===== src/rtl/pulse_gate_pkg.sv =====
// Shared types and default sizing for the pulse-counter measurement sequencer.
// Latency: n/a (types and constants only).
// Backpressure: n/a.
package pulse_gate_pkg;

    localparam int DEF_CNT_W      = 16;
    localparam int DEF_GATE_W     = 24;
    localparam int DEF_SETTLE_CYC = 4;

    typedef enum logic [2:0] {
        ST_IDLE   = 3'd0,
        ST_CLEAR  = 3'd1,
        ST_GATE   = 3'd2,
        ST_SETTLE = 3'd3,
        ST_LATCH  = 3'd4
    } state_t;

endpackage


===== src/rtl/pulse_gate_ctrl_timer.sv =====
// Loadable down-counter shared by the gate and settle phases.
// Latency: load takes effect on the next edge; o_zero decodes the held count.
// Backpressure: none; counts only while i_run is high and holds at zero.
module gate_timer #(
    parameter int W = 24
) (
    input  logic         i_clk,
    input  logic         i_rst_n,
    input  logic         i_load,
    input  logic [W-1:0] i_load_val,
    input  logic         i_run,
    output logic         o_zero
);

    logic [W-1:0] r_cnt;

    // Load has priority; otherwise decrement while running, saturating at zero.
    always_ff @(posedge i_clk or negedge i_rst_n) begin
        if (!i_rst_n) begin
            r_cnt <= '0;
        end else if (i_load) begin
            r_cnt <= i_load_val;
        end else if (i_run && (r_cnt != '0)) begin
            r_cnt <= r_cnt - {{(W-1){1'b0}}, 1'b1};
        end
    end

    assign o_zero = (r_cnt == '0);

endmodule


===== src/rtl/pulse_gate_ctrl.sv =====
// Measurement sequencer: clear counter, gate for G cycles, settle, latch count.
// Latency: result strobe G+SETTLE_CYC+2 cycles after the start-sampling edge.
// Backpressure: none; start ignored while busy, abort returns to idle next edge.
module pulse_gate_ctrl
    import pulse_gate_pkg::*;
#(
    parameter int CNT_W      = DEF_CNT_W,
    parameter int GATE_W     = DEF_GATE_W,
    parameter int SETTLE_CYC = DEF_SETTLE_CYC
) (
    input  logic              i_clk,
    input  logic              i_rst_n,
    input  logic              i_start,
    input  logic              i_abort,
    input  logic              i_cont,
    input  logic [GATE_W-1:0] i_gate_len,
    input  logic [CNT_W-1:0]  i_pulse_cnt,
    output logic              o_cnt_en,
    output logic              o_cnt_clr,
    output logic [CNT_W-1:0]  o_result,
    output logic              o_result_vld,
    output logic              o_ovf,
    output logic              o_busy
);

    // Timer is loaded with length-1 so that o_zero marks the last cycle of a phase.
    localparam logic [GATE_W-1:0] ONE       = {{(GATE_W-1){1'b0}}, 1'b1};
    localparam logic [GATE_W-1:0] SETTLE_LD = GATE_W'(SETTLE_CYC - 1);

    state_t             r_state;
    state_t             w_next;
    logic               r_start;
    logic               r_wrap;
    logic               r_cnt_en;
    logic               r_cnt_clr;
    logic               r_result_vld;
    logic               r_ovf;
    logic               r_busy;
    logic [CNT_W-1:0]   r_result;

    logic               w_zero;
    logic               w_load;
    logic               w_run;
    logic [GATE_W-1:0]  w_load_val;
    logic               w_monitor;
    logic               w_wrap_now;

    // Phase timer: gate length in CLEAR, settle length on the last gate cycle.
    gate_timer #(
        .W (GATE_W)
    ) u_timer (
        .i_clk      (i_clk),
        .i_rst_n    (i_rst_n),
        .i_load     (w_load),
        .i_load_val (w_load_val),
        .i_run      (w_run),
        .o_zero     (w_zero)
    );

    // Timer control and wrap detection derived from the current state.
    always_comb begin
        w_load     = 1'b0;
        w_load_val = SETTLE_LD;
        w_run      = 1'b0;
        w_monitor  = (r_state == ST_GATE) || (r_state == ST_SETTLE);
        w_wrap_now = w_monitor && (i_pulse_cnt == {CNT_W{1'b1}});
        if (r_state == ST_CLEAR) begin
            w_load     = 1'b1;
            // A zero length still opens the gate for one cycle.
            w_load_val = (i_gate_len == '0) ? '0 : (i_gate_len - ONE);
        end else if ((r_state == ST_GATE) && w_zero) begin
            w_load     = 1'b1;
            w_load_val = SETTLE_LD;
        end else begin
            w_run = w_monitor;
        end
    end

    // Next-state logic; abort overrides every transition.
    always_comb begin
        w_next = r_state;
        case (r_state)
            ST_IDLE:   if (r_start) w_next = ST_CLEAR;
            ST_CLEAR:  w_next = ST_GATE;
            ST_GATE:   if (w_zero) w_next = ST_SETTLE;
            ST_SETTLE: if (w_zero) w_next = ST_LATCH;
            ST_LATCH:  w_next = i_cont ? ST_CLEAR : ST_IDLE;
            default:   w_next = ST_IDLE;
        endcase
        if (i_abort) begin
            w_next = ST_IDLE;
        end
    end

    // State register plus start capture; start is only taken while staying idle.
    always_ff @(posedge i_clk or negedge i_rst_n) begin
        if (!i_rst_n) begin
            r_state <= ST_IDLE;
            r_start <= 1'b0;
        end else begin
            r_state <= w_next;
            r_start <= i_start && !i_abort && (w_next == ST_IDLE);
        end
    end

    // Sticky wrap flag, cleared at the start of each measurement.
    always_ff @(posedge i_clk or negedge i_rst_n) begin
        if (!i_rst_n) begin
            r_wrap <= 1'b0;
        end else if (r_state == ST_CLEAR) begin
            r_wrap <= 1'b0;
        end else if (w_wrap_now) begin
            r_wrap <= 1'b1;
        end
    end

    // Registered outputs decoded from the next state so they align with it.
    always_ff @(posedge i_clk or negedge i_rst_n) begin
        if (!i_rst_n) begin
            r_cnt_en     <= 1'b0;
            r_cnt_clr    <= 1'b0;
            r_busy       <= 1'b0;
            r_result_vld <= 1'b0;
            r_result     <= '0;
            r_ovf        <= 1'b0;
        end else begin
            r_cnt_en     <= (w_next == ST_GATE);
            r_cnt_clr    <= (w_next == ST_CLEAR);
            r_busy       <= (w_next != ST_IDLE);
            r_result_vld <= (w_next == ST_LATCH);
            if (w_next == ST_LATCH) begin
                r_result <= i_pulse_cnt;
                r_ovf    <= r_wrap || w_wrap_now;
            end
        end
    end

    assign o_cnt_en     = r_cnt_en;
    assign o_cnt_clr    = r_cnt_clr;
    assign o_busy       = r_busy;
    assign o_result_vld = r_result_vld;
    assign o_result     = r_result;
    assign o_ovf        = r_ovf;

endmodule


===== config.mk =====
export PLATFORM = sky130hd
export DESIGN_NAME = pulse_gate_ctrl
export DESIGN_NICKNAME = d
export VERILOG_FILES = /design/src/rtl/pulse_gate_pkg.sv /design/src/rtl/pulse_gate_ctrl_timer.sv /design/src/rtl/pulse_gate_ctrl.sv
export SDC_FILE = /design/constraint.sdc
export NUM_CORES = 1
export LEC_CHECK = 0
export BUFFER_PORTS_ARGS = -buffer_cell sky130_fd_sc_hd__buf_2
export CORE_UTILIZATION = 41
export CTS_CLUSTER_DIAMETER = 100
export CTS_CLUSTER_SIZE = 24
export DETAILED_ROUTE_END_ITERATION = 6
export GPL_TIMING_DRIVEN = 0
export MAX_ROUTING_LAYER = met4
export RECOVER_POWER = 100
export SKIP_CTS_REPAIR_TIMING = 1
export SYNTH_ARGS = -nofsm -noshare
export SYNTH_HDL_FRONTEND = slang
export SYNTH_SLANG_ARGS = --single-unit

===== constraint.sdc =====
create_clock -name i_clk -period 2.5 [get_ports i_clk]
set_input_delay 0.5 -clock i_clk [delete_from_list [all_inputs] [get_ports i_clk]]
set_output_delay 0.5 -clock i_clk [all_outputs]
set_load 0.005 [all_outputs]

==> flow_summary.ini <==
[placement]
portBuffers = 65
dp_hpwl_um = 6650
place_ws_ns = 0.0516
place_area_mm2 = 0.00372
gp_congestion = 0.919
placedCellCount = 502

[critical_path]
worstReg2RegEnd = o_result[10]$_DFFE_PN0N_
path_max_fanout = 10
cp-end-kind = register
path_cells = inv_1, ha_1, nor4b_4, nand3_4, nor2_4, nand4b_2, buf_2, mux2_1
reg2reg_depth = 8
start_kind = register
crit_arrival_ns = 2.55
worstReg2RegStart = u_timer.r_cnt[0]$_DFFE_PN0P_
crit_type = reg -> reg
ff2ff_setup_slack_ns = 0.15
cpPeakStageDelay_ns = 0.41
worstPathRequired_ns = 2.69
crit_path_top_delay_cell = dfrtp_1

[logic_synthesis]
synth_seq_cells = 50
seq_area_frac_synth_pct = 38.3
ys.flop_type = dfrtp_1
syn_area_mm2 = 0.00327
ys_async_sr_fraction_pct = 100
syn_area_per_cell_um2 = 9.75
synth_edf_count = 0
syn_nets = 384
synth_cells = 335
ys_types = 64
ys_warn_count = 0

[route]
num_vias = 2971
ant_nets = 0
wl_um = 8610
wl_per_cell_um = 16.9
viasPerCell = 5.84
drtIter0Drc = 179
drt_first_pass_iters = 6
post-route-drc-count = 0

[pwr]
leakage_nw = 1.63
peakVddDrop_mv = 0.328
combinationalPowerShare_pct = 27.5
p_int_w = 0.00154
power_frac_clock_pct = 23.6
power_density_mw_per_mm2 = 634
swShare_pct = 35.9
seqPwrFrac_pct = 48.9
switching_power_w = 0.000866

[grt]
grtUsageTotal_pct = 22.6
grt_overflow_total = 0
grt_pass1_wl_um = 14400
grt_max_degree = 51
grt_pass1_vias = 2876
antenna_found_initial = 0

[hold_path]
min_path_cells = 2
holdCritStartpoint = i_pulse_cnt[7]
min_to = o_result[7]$_DFFE_PN0N_
min_path_type = in -> reg

[job]
drv_cap = 0

[cells_and_area]
final_cell_count_no_fill = 509
synthToLayoutAreaGrowth_pct = 16.4
utilization_pct = 49.2
num_antenna_cells = 0
drive_gt1_share_pct = 24.3
fin_area_mm2 = 0.00380
finalNetCount = 456

[die]
die-area_mm2 = 0.00833
coreArea_mm2 = 0.00773
start_util_pct = 42.3
rows = 32
fp.dieH_um = 91.2
num_io_pins = 66
die_x_um = 91.2

[timing]
period_share_pct = 94.2
finClkSkew_ns = 0.00776
rsz0062_at_grt = no
fmaxAchievable_mhz = 425
finalSetupViolCount = 0
hold_viol = 0
final.setup.tns_ns = 0
tightest_slew_ns = 1.24
drv_slew = 0
fin_ws_ns = 0.146
period_needed_ns = 2.35
relSlewSlack_pct = 17.1

[clocking]
clk_latency_ns = 0.31
cts-root-buf = clkbuf_8
cts_max_level = 2
cts_tree = done
cts-buffers-inserted = 5
clock_path_buffers = 2
clk_pin_slew_worst_paths_ns = 0.10
cts.sinks = 50

[status]
status = finished clean
cell type report:
class	instances	area (um^2)
Multi-Input combinational cell	266	1890
Clock buffer	5	68.8
Clock inverter	2	38.8
Timing Repair Buffer	65	318
Fill cell	764	3930
Tap cell	102	128
Buffer	13	81.3
Inverter	6	22.5
Sequential cell	50	1250
through the flow:
stage | power, W | hold slack (ns)
5_1_grt | 0.00255 | 0.411
3_5_place_dp | 0.00185 | 0.479
4_1_cts | 0.00242 | 0.415
3_3_place_gp | 0.00183 | 0.459
6_report | 0.00241 | 0.416
2_1_floorplan | 0.00161 | 0.204
cell usage after synthesis (4+ instances only):
cell type / count / area, um^2
nand2_1: 28 / 105
or4_1: 4 / 30.0
nor4_4: 5 / 106
or3_1: 6 / 37.5
nor4_1: 7 / 43.8
o22ai_1: 4 / 25.0
a21oi_1: 8 / 40.0
nand3b_1: 4 / 30.0
xor2_1: 14 / 123
o21ai_0: 15 / 75.1
a221o_1: 4 / 40.0
ha_1: 4 / 50.1
nand2b_1: 6 / 37.5
nor3_1: 21 / 105
clkbuf_1: 4 / 15.0
o21ai_1: 8 / 40.0
xnor2_1: 7 / 61.3
inv_1: 6 / 22.5
nand3_1: 9 / 45.0
dfrtp_1: 50 / 1250
nor2_1: 26 / 97.6
o32ai_1: 4 / 35.0
buf_2: 5 / 25.0
a22o_1: 7 / 61.3
mux2_1: 15 / 169
nand4_1: 11 / 68.8
a31oi_1: 5 / 31.3
power groups by stage:
stage | registers, W | clock network (W) | logic [W]
after global placement | 0.00118 | 0 | 0.000655
after CTS | 0.00117 | 0.000581 | 0.000665
final | 0.00118 | 0.000569 | 0.000663
after global routing | 0.00120 | 0.000615 | 0.000739
after floorplan | 0.00114 | 0 | 0.000473
after detailed placement | 0.00118 | 0 | 0.000664
sequential cells by signal (all words and copies together) (netlist names):
name           count
u_timer.r_cnt     24
o_result          16
o_busy             1
o_result_vld       1
r_start            1
r_wrap             1
o_cnt_en           1
o_cnt_clr          1
o_ovf              1
r_state            3
how the worst max path moves through the flow:
stage | from | depth (start not counted) | slack, ns | endpoint
after floorplan | u_timer.r_cnt[0]$_DFFE_PN0P_ | 8 | 0.44 | u_timer.r_cnt[17]$_DFFE_PN0P_
after global placement | i_gate_len[8] | 7 | 0.07 | u_timer.r_cnt[17]$_DFFE_PN0P_
after detailed placement | i_gate_len[8] | 7 | 0.05 | u_timer.r_cnt[17]$_DFFE_PN0P_
after CTS | u_timer.r_cnt[0]$_DFFE_PN0P_ | 8 | 0.10 | u_timer.r_cnt[8]$_DFFE_PN0P_
after global routing | i_gate_len[8] | 7 | 0.01 | u_timer.r_cnt[13]$_DFFE_PN0P_
final | u_timer.r_cnt[0]$_DFFE_PN0P_ | 8 | 0.15 | o_result[10]$_DFFE_PN0N_
metal layers:
| metal | track usage (%) | up-vias | share of wire (%) |
|---|---|---|---|
| li1 | - | 1413 | - |
| met1 | 30.9 | 1401 | 46 |
| met2 | 34.6 | 144 | 46 |
| met3 | 3.60 | 13 | 6.1 |
| met4 | 6.48 | 0 | 1.4 |
| met5 | - | - | 0 |
cell families after synthesis:
logic type | after synthesis | synth area share (%)
compound gates | 78 | 17.8
xor+xnor | 21 | 5.63
fa+ha+maj | 4 | 1.53
buf+inv | 19 | 3.18
flops | 50 | 38.3
mux | 16 | 5.52
simple gates | 147 | 28.0
placed cells by master (no fill, tap or decap), types with 5 or more instances in the layout:
| cell | n |
|---|---|
| xor2_1 | 14 |
| nor3_1 | 21 |
| a21oi_1 | 8 |
| xnor2_1 | 7 |
| dfrtp_1 | 50 |
| clkbuf_8 | 6 |
| a22o_1 | 7 |
| o21ai_1 | 6 |
| nand3_1 | 9 |
| clkbuf_1 | 10 |
| nor4_4 | 5 |
| nor2_1 | 26 |
| nand4_1 | 11 |
| or3_1 | 6 |
| o21ai_0 | 17 |
| a31oi_1 | 5 |
| nand2b_1 | 6 |
| mux2_1 | 15 |
| nor4_1 | 7 |
| inv_1 | 6 |
| buf_2 | 62 |
| nand2_1 | 28 |
critical path: cells and delay by family, from the launching register on:
| kind | cells | cell delay (ns) |
|---|---|---|
| mux | 1 | 0.34 |
| simple gates | 4 | 0.93 |
| buf+inv | 2 | 0.35 |
| fa+ha+maj | 1 | 0.19 |
| flops | 1 | 0.41 |
No activity file was read; power rests on OpenSTA's default activity.
